### config.mk
export PLATFORM = sky130hd
export DESIGN_NAME = uart_sum_tx
export DESIGN_NICKNAME = d
export VERILOG_FILES = /design/src/rtl/uart_sum_tx.sv
export SDC_FILE = /design/constraint.sdc
export NUM_CORES = 1
export LEC_CHECK = 0
export CELL_PAD_IN_SITES_DETAIL_PLACEMENT = 2
export CELL_PAD_IN_SITES_GLOBAL_PLACEMENT = 2
export CORE_ASPECT_RATIO = 1.4
export CORE_MARGIN = 1
export CORE_UTILIZATION = 31
export DETAILED_ROUTE_END_ITERATION = 8
export PLACE_DENSITY = 0.75
export SKIP_LAST_GASP = 1
export SYNTH_ARGS = -nofsm -noshare
export SYNTH_HDL_FRONTEND = slang
export SYNTH_SLANG_ARGS = --single-unit
### constraint.sdc
create_clock -name clk_i -period 2.3 [get_ports clk_i]
set_input_delay 0.23 -clock clk_i [delete_from_list [all_inputs] [get_ports clk_i]]
set_output_delay 0.23 -clock clk_i [all_outputs]
set_load 0.03 [all_outputs]
### src/rtl/uart_sum_tx.sv
// uart_sum_tx: serialises a 4-bit adder sum plus carry-out as one 8N1 UART frame.
// The byte sent is {3'b000, cout_i, sum_i}, LSB first.
// Optional feature: define UART_TX_PARITY_EN to add an even-parity bit between
// the data bits and the stop bit, giving an 8E1 frame.
module uart_sum_tx #(
  parameter int unsigned CLKS_PER_BIT = 868
) (
  input  logic       clk_i,
  input  logic       rst_i,
  input  logic [3:0] sum_i,
  input  logic       cout_i,
  input  logic       valid_i,
  output logic       ready_o,
  output logic       tx_o,
  output logic       busy_o,
  output logic       done_o
);

  localparam int unsigned CNT_W = (CLKS_PER_BIT > 1) ? $clog2(CLKS_PER_BIT) : 1;
  localparam logic [CNT_W-1:0] CNT_LAST = CNT_W'(CLKS_PER_BIT - 1);

  localparam logic [2:0] S_IDLE   = 3'd0;
  localparam logic [2:0] S_START  = 3'd1;
  localparam logic [2:0] S_DATA   = 3'd2;
`ifdef UART_TX_PARITY_EN
  localparam logic [2:0] S_PARITY = 3'd3;
`endif
  localparam logic [2:0] S_STOP   = 3'd4;

  logic [2:0]       state_q, state_d;
  logic [CNT_W-1:0] cnt_q, cnt_d;
  logic [2:0]       bit_q, bit_d;
  logic [7:0]       byte_q, byte_d;
  logic             tx_q, tx_d;
  logic             ready_q, ready_d;
  logic             busy_q, busy_d;
  logic             done_q, done_d;

  // Next-state, bit timing and byte latch.
  always_comb begin
    state_d = state_q;
    cnt_d   = cnt_q;
    bit_d   = bit_q;
    byte_d  = byte_q;
    done_d  = 1'b0;

    if (state_q == S_IDLE) begin
      if (valid_i) begin
        byte_d  = {3'b000, cout_i, sum_i};
        state_d = S_START;
        cnt_d   = '0;
        bit_d   = '0;
      end
    end else if (cnt_q == CNT_LAST) begin
      cnt_d = '0;
      case (state_q)
        S_START: begin
          state_d = S_DATA;
          bit_d   = '0;
        end
        S_DATA: begin
          if (bit_q == 3'd7) begin
            bit_d = '0;
`ifdef UART_TX_PARITY_EN
            state_d = S_PARITY;
`else
            state_d = S_STOP;
`endif
          end else begin
            bit_d = bit_q + 3'd1;
          end
        end
`ifdef UART_TX_PARITY_EN
        S_PARITY: state_d = S_STOP;
`endif
        S_STOP: begin
          state_d = S_IDLE;
          done_d  = 1'b1;
        end
        default: state_d = S_IDLE;
      endcase
    end else begin
      cnt_d = cnt_q + CNT_W'(1);
    end
  end

  // Line level and handshake flags decoded from the next state so they register cleanly.
  always_comb begin
    tx_d    = 1'b1;
    ready_d = (state_d == S_IDLE);
    busy_d  = (state_d != S_IDLE);
    case (state_d)
      S_START:  tx_d = 1'b0;
      S_DATA:   tx_d = byte_d[bit_d];
`ifdef UART_TX_PARITY_EN
      S_PARITY: tx_d = ^byte_d;
`endif
      S_STOP:   tx_d = 1'b1;
      default:  tx_d = 1'b1;
    endcase
  end

  // State and output registers; reset wins over any pending request.
  always_ff @(posedge clk_i) begin
    if (rst_i) begin
      state_q <= S_IDLE;
      cnt_q   <= '0;
      bit_q   <= '0;
      byte_q  <= '0;
      tx_q    <= 1'b1;
      ready_q <= 1'b1;
      busy_q  <= 1'b0;
      done_q  <= 1'b0;
    end else begin
      state_q <= state_d;
      cnt_q   <= cnt_d;
      bit_q   <= bit_d;
      byte_q  <= byte_d;
      tx_q    <= tx_d;
      ready_q <= ready_d;
      busy_q  <= busy_d;
      done_q  <= done_d;
    end
  end

  assign tx_o    = tx_q;
  assign ready_o = ready_q;
  assign busy_o  = busy_q;
  assign done_o  = done_q;

endmodule

-- Yosys cells after proc, flatten, opt, wreduce, memory -nomap -nowiden
Cells that the tools add are included.
Widths: inputs -> output; s select.
- multiplexer cells: 19
- shift operators: 0
- bitwise gates (word level): 1
- magnitude comparators: 1
- add/subtract/negate cells: 2
- div/mod/pow operators: 0
- equality and inequality tests: 8
- reduce and logical (&&, ||, !) cells: 4
- multipliers: 0
- operators by type and width (kind ; number):
    $mux 10 ; 3
    $mux 3 ; 8
    $mux 8 ; 2
    $pmux 3 s2 ; 2
    $add 10x1->10 const B ; 1
    $eq 10x10->1 const B ; 1
    $eq 3x1->1 const B ; 2
    $eq 3x2->1 const B ; 2
    $eq 3x3->1 const B ; 2
    $logic_not 3->1 ; 2
    $lt 3x4->1 const B ; 1
    $add 3x1->3 const B ; 1
    $bmux 1 s3 ; 1
    $reduce_bool 3->1 ; 1
    $reduce_or 3->1 ; 1
    $mux 1 ; 2
    $ne 2x2->1 const B ; 1
    $pmux 1 s2 ; 1
    $not 1->1 ; 1
- latch bits: 0
- bits in read-only memories: 0
- memories kept: 0
- input port bits: 8
- output and inout bits: 4
- register bits: 28
- bits in writable memories: 0
- word-level logic and storage cells: 43

-- Logic depth before layout (Yosys ltp)
Gate-level depths: netlist (run 1).
- depth after elaboration: 8
- gate-level depth with buffers: 9
- gate-level depth less buffers: 9

-- Worst setup path after synthesis (run 1)
OpenSTA, ideal clock, no wires.
- path kind: flip-flop to flip-flop
- start: register cnt_q[0]
- end: register tx_q (netlist: tx_o)
- stages on the path, launching flop included: 9
- arrival time: 2173 ps
- clock period less this slack: 2258 ps
- buffers on the path: 0
- slack: 42 ps
- required time: 2214 ps
- setup time: 86 ps
- path through: dfxtp_1 > ha_1 > and4b_1 > nand4_4 > o211ai_1 > mux2_2 > a32oi_2 > mux2i_1 > a211oi_1
- longest elaborated chain between the ends: 6
- elaborated cells between the ends (all ways): 10
- classes of those cells: 3 x eq/ne; 7 x mux
- ends and longest elaborated chain (element ; line ; RTL):
    from (decl) ; 31 ; logic [CNT_W-1:0] cnt_q, cnt_d;
    from (signal assigned) ; 116 ; cnt_q <= cnt_d;
    $eq 10x10->1 * ; 54 ; end else if (cnt_q == CNT_LAST) begin
    $mux 3 ; 54 ;
    $mux 3 ; 47 ; if (state_q == S_IDLE) begin
    $bmux 1 s3 ; 94 ; S_DATA: tx_d = byte_d[bit_d];
    $mux 1 (not written as such) ; 94 ;
    $pmux 1 s2 * ; 92 ; case (state_d)
    to (signal assigned) ; 119 ; tx_q <= tx_d;
    to (decl) ; 34 ; logic tx_q, tx_d;
Every way passes the cells marked *; elsewhere a longest branch is shown, timed or not. The select of a mux whose other input is x is not followed.
A chain may end at the register's enable or synchronous reset.

-- Worst setup path in the final report (run 1)
Ends and elaborated chain as after synthesis.

==> results.sh, run 1 <==
export IMPL_syn_area_sq_um=1470
export IMPL_final_cell_mix="dfxtp_1 (25), nand2_1 (23), nor2_1 (23), a21oi_1 (20), buf_4 (17)"
export IMPL_hp_class="flip-flop to flip-flop"
export IMPL_timing_final_crit_share=1.01
export IMPL_critPathKind="flip-flop to flip-flop"
export IMPL_final_min_clock_period_ns=2.33
export IMPL_clockRootBuffer="clkbuf_8"
export IMPL_crit_path_end_kind="flip-flop"
export IMPL_antenna_left=0
export IMPL_placed_area_sq_um=1690
export IMPL_avgSynthCellArea_sq_um=8.24
export IMPL_core_area_sq_um=4540
export IMPL_port_buffers=11
export IMPL_dpl_hpwl_mm=3.20
export IMPL_ys_ff_latch=28
export IMPL_synth_fp_nets=189
export IMPL_slew_viol_final=0
export IMPL_seq_area_frac_synth=0.382
export IMPL_yosysWarnings=0
export IMPL_htree_levels=1
export IMPL_slowest_stage="or4b_4"
export IMPL_die_y_microns=83.4
export IMPL_drive_gt1_frac=0.191
export IMPL_area_delta_synth_final_pct=20.5
export IMPL_cp_arrival_ns=2.49
export IMPL_timing_hold_ws_ns=0.472
export IMPL_clk_transition_reported_paths_ns=0.10
export IMPL_num_antenna_cells=0
export IMPL_dp_cells=255
export IMPL_stdcell_count=261
export IMPL_routed_via_density=5.44
export IMPL_clock_sinks=28
export IMPL_holdBufCountCts=0
export IMPL_vias=1419
export IMPL_cts_tree="yes"
export IMPL_grt_max_degree=27
export IMPL_finalInstanceArea_sq_um=1770
export IMPL_grt_overflow_total=0
export IMPL_failed_checks="negative setup slack"
export IMPL_crit_fanout=4
export IMPL_grt_pass1_vias=1548
export IMPL_rows=29
export IMPL_timing_worst_slew_pin_value_ns=0.423
export IMPL_critPathLaunchType="flip-flop"
export IMPL_dp_slack_ns=-0.108
export IMPL_clk_latency_ns=0.27
export IMPL_drt_initial_drc_count=52
export IMPL_grt_first_pass_wirelength_mm=7.12
export IMPL_r2r_end="tx_o"
export IMPL_wirelength_mm=4.23
export IMPL_initial_core_util=0.323
export IMPL_tns_ns=-0.0337
export IMPL_async_flop_share=0
export IMPL_startpoint="cnt_q[0]"
export IMPL_cp_num_buf_inv=0
export IMPL_path_depth=8
export IMPL_wire_per_inst_microns=16.2
export IMPL_cp_top_family="simple AND/OR/NAND/NOR gates"
export IMPL_ir_drop_mv=0.204
export IMPL_nNetsFinal=212
export IMPL_drc=0
export IMPL_routabilityCongestion=0.803
export IMPL_synth_flop_cell="dfxtp_1"
export IMPL_synthTopCellsByArea="dfxtp_1 (38%), a21oi_1 (6.8%), nand2_1 (5.9%)"
export IMPL_final_common_cell="dfxtp_1"
export IMPL_power_density_nw_per_um2=529
export IMPL_setup_slack_ns=-0.0337
export IMPL_cp_endpoint="tx_o"
export IMPL_yosysUniqueCellTypes=45
export IMPL_fp_dieW_microns=60.1
export IMPL_synthCells=178
export IMPL_p_leak_uw=0.000698
export IMPL_status="finished with violations"
export IMPL_finalHoldViolations=0
export IMPL_rrSetupSlack_ns=-0.03
export IMPL_ios=12
export IMPL_crit_chain="ha_1 -> and4b_2 -> nand4_4 -> or4b_4 -> and2_4 -> a311o_1 -> mux2i_1 -> a211oi_1"
export IMPL_reg2regPathDepth=8
export IMPL_grt_setup_unrepaired="true"
export IMPL_holdPathStages=2
export IMPL_clock_path_buffers=2
export IMPL_grtUsageTotal=0.184
export IMPL_cp_required_ns=2.46
export IMPL_max_freq_mhz=429
export IMPL_numCtsBuffers=3
export IMPL_die_area_sq_um=5010
export IMPL_grt_antenna_before_repair=0
export IMPL_finalSetupViolCount=1
export IMPL_cp_slowest_stage_delay_ns=0.51
export IMPL_synth_edf_count=0
export IMPL_synth_top_area_share=0.382
export IMPL_synth_largest_area_cell="dfxtp_1"
export IMPL_r2r_start="cnt_q[0]"
export IMPL_relSlewSlack=0.717
export IMPL_skew_ns=0.00507
export IMPL_cap_viol_max_count=0
export IMPL_dr_pass1_iters=3
[timing repair]
item | in CTS | in global routing
pin swaps | 0 | 3
hold endpoints to repair | 0 | 0
resized for setup | 3 | 5
setup endpoints to repair | 1 | 2
buffers inserted | 0 | 4
[layer usage]
metal  global-route usage  vias up  share of wire
li1                     -      680              -
met1                0.211      722           0.40
met2                0.338        9           0.56
met3               0.0202        8          0.012
met4               0.0550        0          0.023
met5                    0        -              0
[sequential cells by signal (all words and copies together), names as in the netlist]
signal and count:
bit_q 3, busy_o 1, byte_q 8, cnt_q 10, done_o 1, ready_o 1
state_q 3, tx_o 1
[worst register-to-register path, stage by stage, from the launching register on]
cell,delay (ns)
dfxtp_2,0.35
ha_1,0.16
and4b_2,0.27
nand4_4,0.13
or4b_4,0.51
and2_4,0.20
a311o_1,0.29
mux2i_1,0.22
a211oi_1,0.10
[synth_stat cells (2+ instances only)]
cell type   n
dfxtp_1    28
nand2_1    23
nor2_1     23
a21oi_1    20
nand3_1     9
o21ai_0     9
nor3_1      5
and3_1      4
clkbuf_1    4
buf_6       3
ha_1        3
inv_1       3
o211ai_1    3
or4b_1      3
a211oi_1    2
a311oi_1    2
a41oi_1     2
and2_1      2
mux2_2      2
nand2b_1    2
nor4_1      2
[kinds of logic after synthesis]
| group | share of synthesized area |
|---|---|
| and+or+nand+nor | 0.318 |
| AOI/OAI and AO/OA | 0.188 |
| DFF | 0.382 |
| buffers and inverters | 0.0580 |
| muxes | 0.0222 |
| adders and majority gates | 0.0256 |
| xor gates and xnor gates | 0.00597 |
[worst min path at each step]
stage / from / endpoint / slack (ns)
floorplan: sum_i[1] / byte_q[1] / 0.37
global placement: byte_q[2] / byte_q[2] / 0.45
detailed placement: byte_q[7] / byte_q[7] / 0.45
CTS: byte_q[2] / byte_q[2] / 0.48
global route: byte_q[2] / byte_q[2] / 0.49
finish: byte_q[2] / byte_q[2] / 0.47
[cell type report]
class,count,area (sq um)
fill,548,2770
clock buffer,3,41.3
tap,62,77.6
sequential,28,564
timing repair buffer,28,238
multi-input combinational,137,835
inverter,3,11.3
[through the flow]
stage | utilization | total power (uW)
2_1_floorplan | - | 615
4_1_cts | 0.382 | 952
3_5_place_dp | 0.372 | 671
5_1_grt | 0.390 | 988
6_report | 0.390 | 935
3_3_place_gp | 0.372 | 665
[power by group]
group / leakage, uW / internal [uW] / switching, uW
logic: 0.000447 / 63.7 / 88.5
clock network: 0.0000216 / 118 / 154
registers: 0.000229 / 502 / 9.08
total: 0.000698 / 683 / 252
(Power assumes the default switching activity.)
==> inputs of run 2 (changes only) <==
--- a/config.mk
+++ b/config.mk
@@ -12,6 +12,7 @@
 export CORE_UTILIZATION = 31
 export DETAILED_ROUTE_END_ITERATION = 8
 export PLACE_DENSITY = 0.75
+export SETUP_SLACK_MARGIN = 0.05
 export SKIP_LAST_GASP = 1
 export SYNTH_ARGS = -nofsm -noshare
 export SYNTH_HDL_FRONTEND = slang
==> results.sh, run 2 (same netlist as run 1, synthesis figures left out) <==
export IMPL_ir_drop_mv=0.258
export IMPL_critPathKind="flip-flop to flip-flop"
export IMPL_routabilityCongestion=0.813
export IMPL_timing_hold_ws_ns=0.469
export IMPL_grt_max_degree=27
export IMPL_skew_ns=0.00606
export IMPL_cp_required_ns=2.46
export IMPL_drt_initial_drc_count=40
export IMPL_clock_sinks=28
export IMPL_timing_worst_slew_pin_value_ns=0.463
export IMPL_cap_viol_max_count=0
export IMPL_grtUsageTotal=0.185
export IMPL_die_y_microns=83.4
export IMPL_dr_pass1_iters=4
export IMPL_grt_pass1_vias=1476
export IMPL_finalSetupViolCount=0
export IMPL_die_area_sq_um=5010
export IMPL_largest_reg_flops=10
export IMPL_rows=29
export IMPL_vias=1401
export IMPL_critPathLaunchType="flip-flop"
export IMPL_reg_largest_list="cnt_q: 10 flops, byte_q: 8 flops"
export IMPL_largest_register="cnt_q"
export IMPL_grt_setup_unrepaired="true"
export IMPL_crit_fanout=4
export IMPL_power_density_nw_per_um2=538
export IMPL_drive_gt1_frac=0.208
export IMPL_final_common_cell="dfxtp_1"
export IMPL_wirelength_mm=4.27
export IMPL_clockRootBuffer="clkbuf_8"
export IMPL_num_antenna_cells=0
export IMPL_area_delta_synth_final_pct=24.1
export IMPL_port_buffers=11
export IMPL_status="complete, no violations"
export IMPL_cp_arrival_ns=2.43
export IMPL_hp_class="flip-flop to flip-flop"
export IMPL_max_freq_mhz=441
export IMPL_fp_dieW_microns=60.1
export IMPL_final_cell_mix="dfxtp_1 (26), nand2_1 (23), nor2_1 (23), a21oi_1 (20), buf_4 (19)"
export IMPL_relSlewSlack=0.691
export IMPL_holdBufCountCts=0
export IMPL_dpl_hpwl_mm=3.20
export IMPL_r2r_start="cnt_q[0]"
export IMPL_startpoint="cnt_q[0]"
export IMPL_slew_viol_final=0
export IMPL_final_min_clock_period_ns=2.27
export IMPL_finalHoldViolations=0
export IMPL_drc=0
export IMPL_wire_per_inst_microns=16.2
export IMPL_grt_overflow_total=0
export IMPL_timing_final_crit_share=0.986
export IMPL_nNetsFinal=214
export IMPL_worstHoldStart="byte_q[0]"
export IMPL_initial_core_util=0.323
export IMPL_numCtsBuffers=3
export IMPL_grt_antenna_before_repair=0
export IMPL_tns_ns=0
export IMPL_clock_path_buffers=2
export IMPL_clk_transition_reported_paths_ns=0.10
export IMPL_htree_levels=1
export IMPL_crit_path_end_kind="flip-flop"
export IMPL_cts_tree="yes"
export IMPL_core_area_sq_um=4540
export IMPL_antenna_left=0
export IMPL_clk_latency_ns=0.28
export IMPL_routed_via_density=5.31
export IMPL_grt_first_pass_wirelength_mm=7.13
export IMPL_ios=12
export IMPL_p_leak_uw=0.000718
==> run 2: changes by cell type in the layout (fill, tap and decap cells not counted), sizes merged <==
cell / before / now
buf: 17 / 19
clkbuf: 3 / 4
==> run 2: worst max-delay path, cell delays in order, from the launching register on <==
cell and delay, ns:
dfxtp_4 0.38, ha_4 0.13, and4b_2 0.26, nand4_4 0.14
or4b_4 0.55, and2_4 0.19, a311o_1 0.28, mux2i_1 0.13
a211oi_1 0.09
==> run 2: timing repair <==
item,CTS,global route
setup buffers,2,2
setup endpoints to repair,1,9
resized for setup,6,6
endpoints found under the hold margin,0,0
pin swaps,1,4
==> run 2: final cells by class <==
cell class | count | area (sq um)
fillers | 523 | 2720
multi-input cells | 137 | 857
flip-flops and latches | 28 | 566
repair buffers | 30 | 253
well taps | 62 | 77.6
clock buffers | 4 | 55.1
inverters | 3 | 11.3
==> run 2: final timing paths <==
check / to / slack (ns) / cells after the start
setup / recovery: tx_o / 0.03 / 8
hold / removal: byte_q[0] / 0.47 / 2
setup reg to reg: tx_o / 0.03 / 8
hold reg to reg: byte_q[0] / 0.47 / 2
==> run 2: stage by stage <==
stage	setup WS, ns	instances	power (uW)	utilization	cell area (sq um)
after floorplan	0.0544	178	615	-	1470
after global placement	-0.0260	256	665	0.373	1690
after detailed placement	-0.110	256	672	0.373	1690
after CTS	0.0258	262	987	0.391	1770
after global routing	-0.105	264	1030	0.401	1820
final	0.0320	264	979	0.401	1820
==> run 2: routing by layer <==
| layer | GRT usage | vias up | routed length (microns) |
|---|---|---|---|
| met5 | 0 | - | 0 |
| li1 | - | 684 | - |
| met1 | 0.204 | 706 | 1720 |
| met2 | 0.350 | 6 | 2460 |
| met3 | 0.0202 | 5 | 39 |
| met4 | 0.0507 | 0 | 49 |
==> run 2: power breakdown <==
| part | switching [uW] | leakage [uW] | internal, uW | total (uW) |
|---|---|---|---|---|
| Clock | 160 | 0.0000288 | 154 | 313 |
| Combinational | 91.1 | 0.000461 | 63.1 | 154 |
| Sequential | 9.89 | 0.000229 | 501 | 511 |
| Total | 261 | 0.000718 | 718 | 979 |
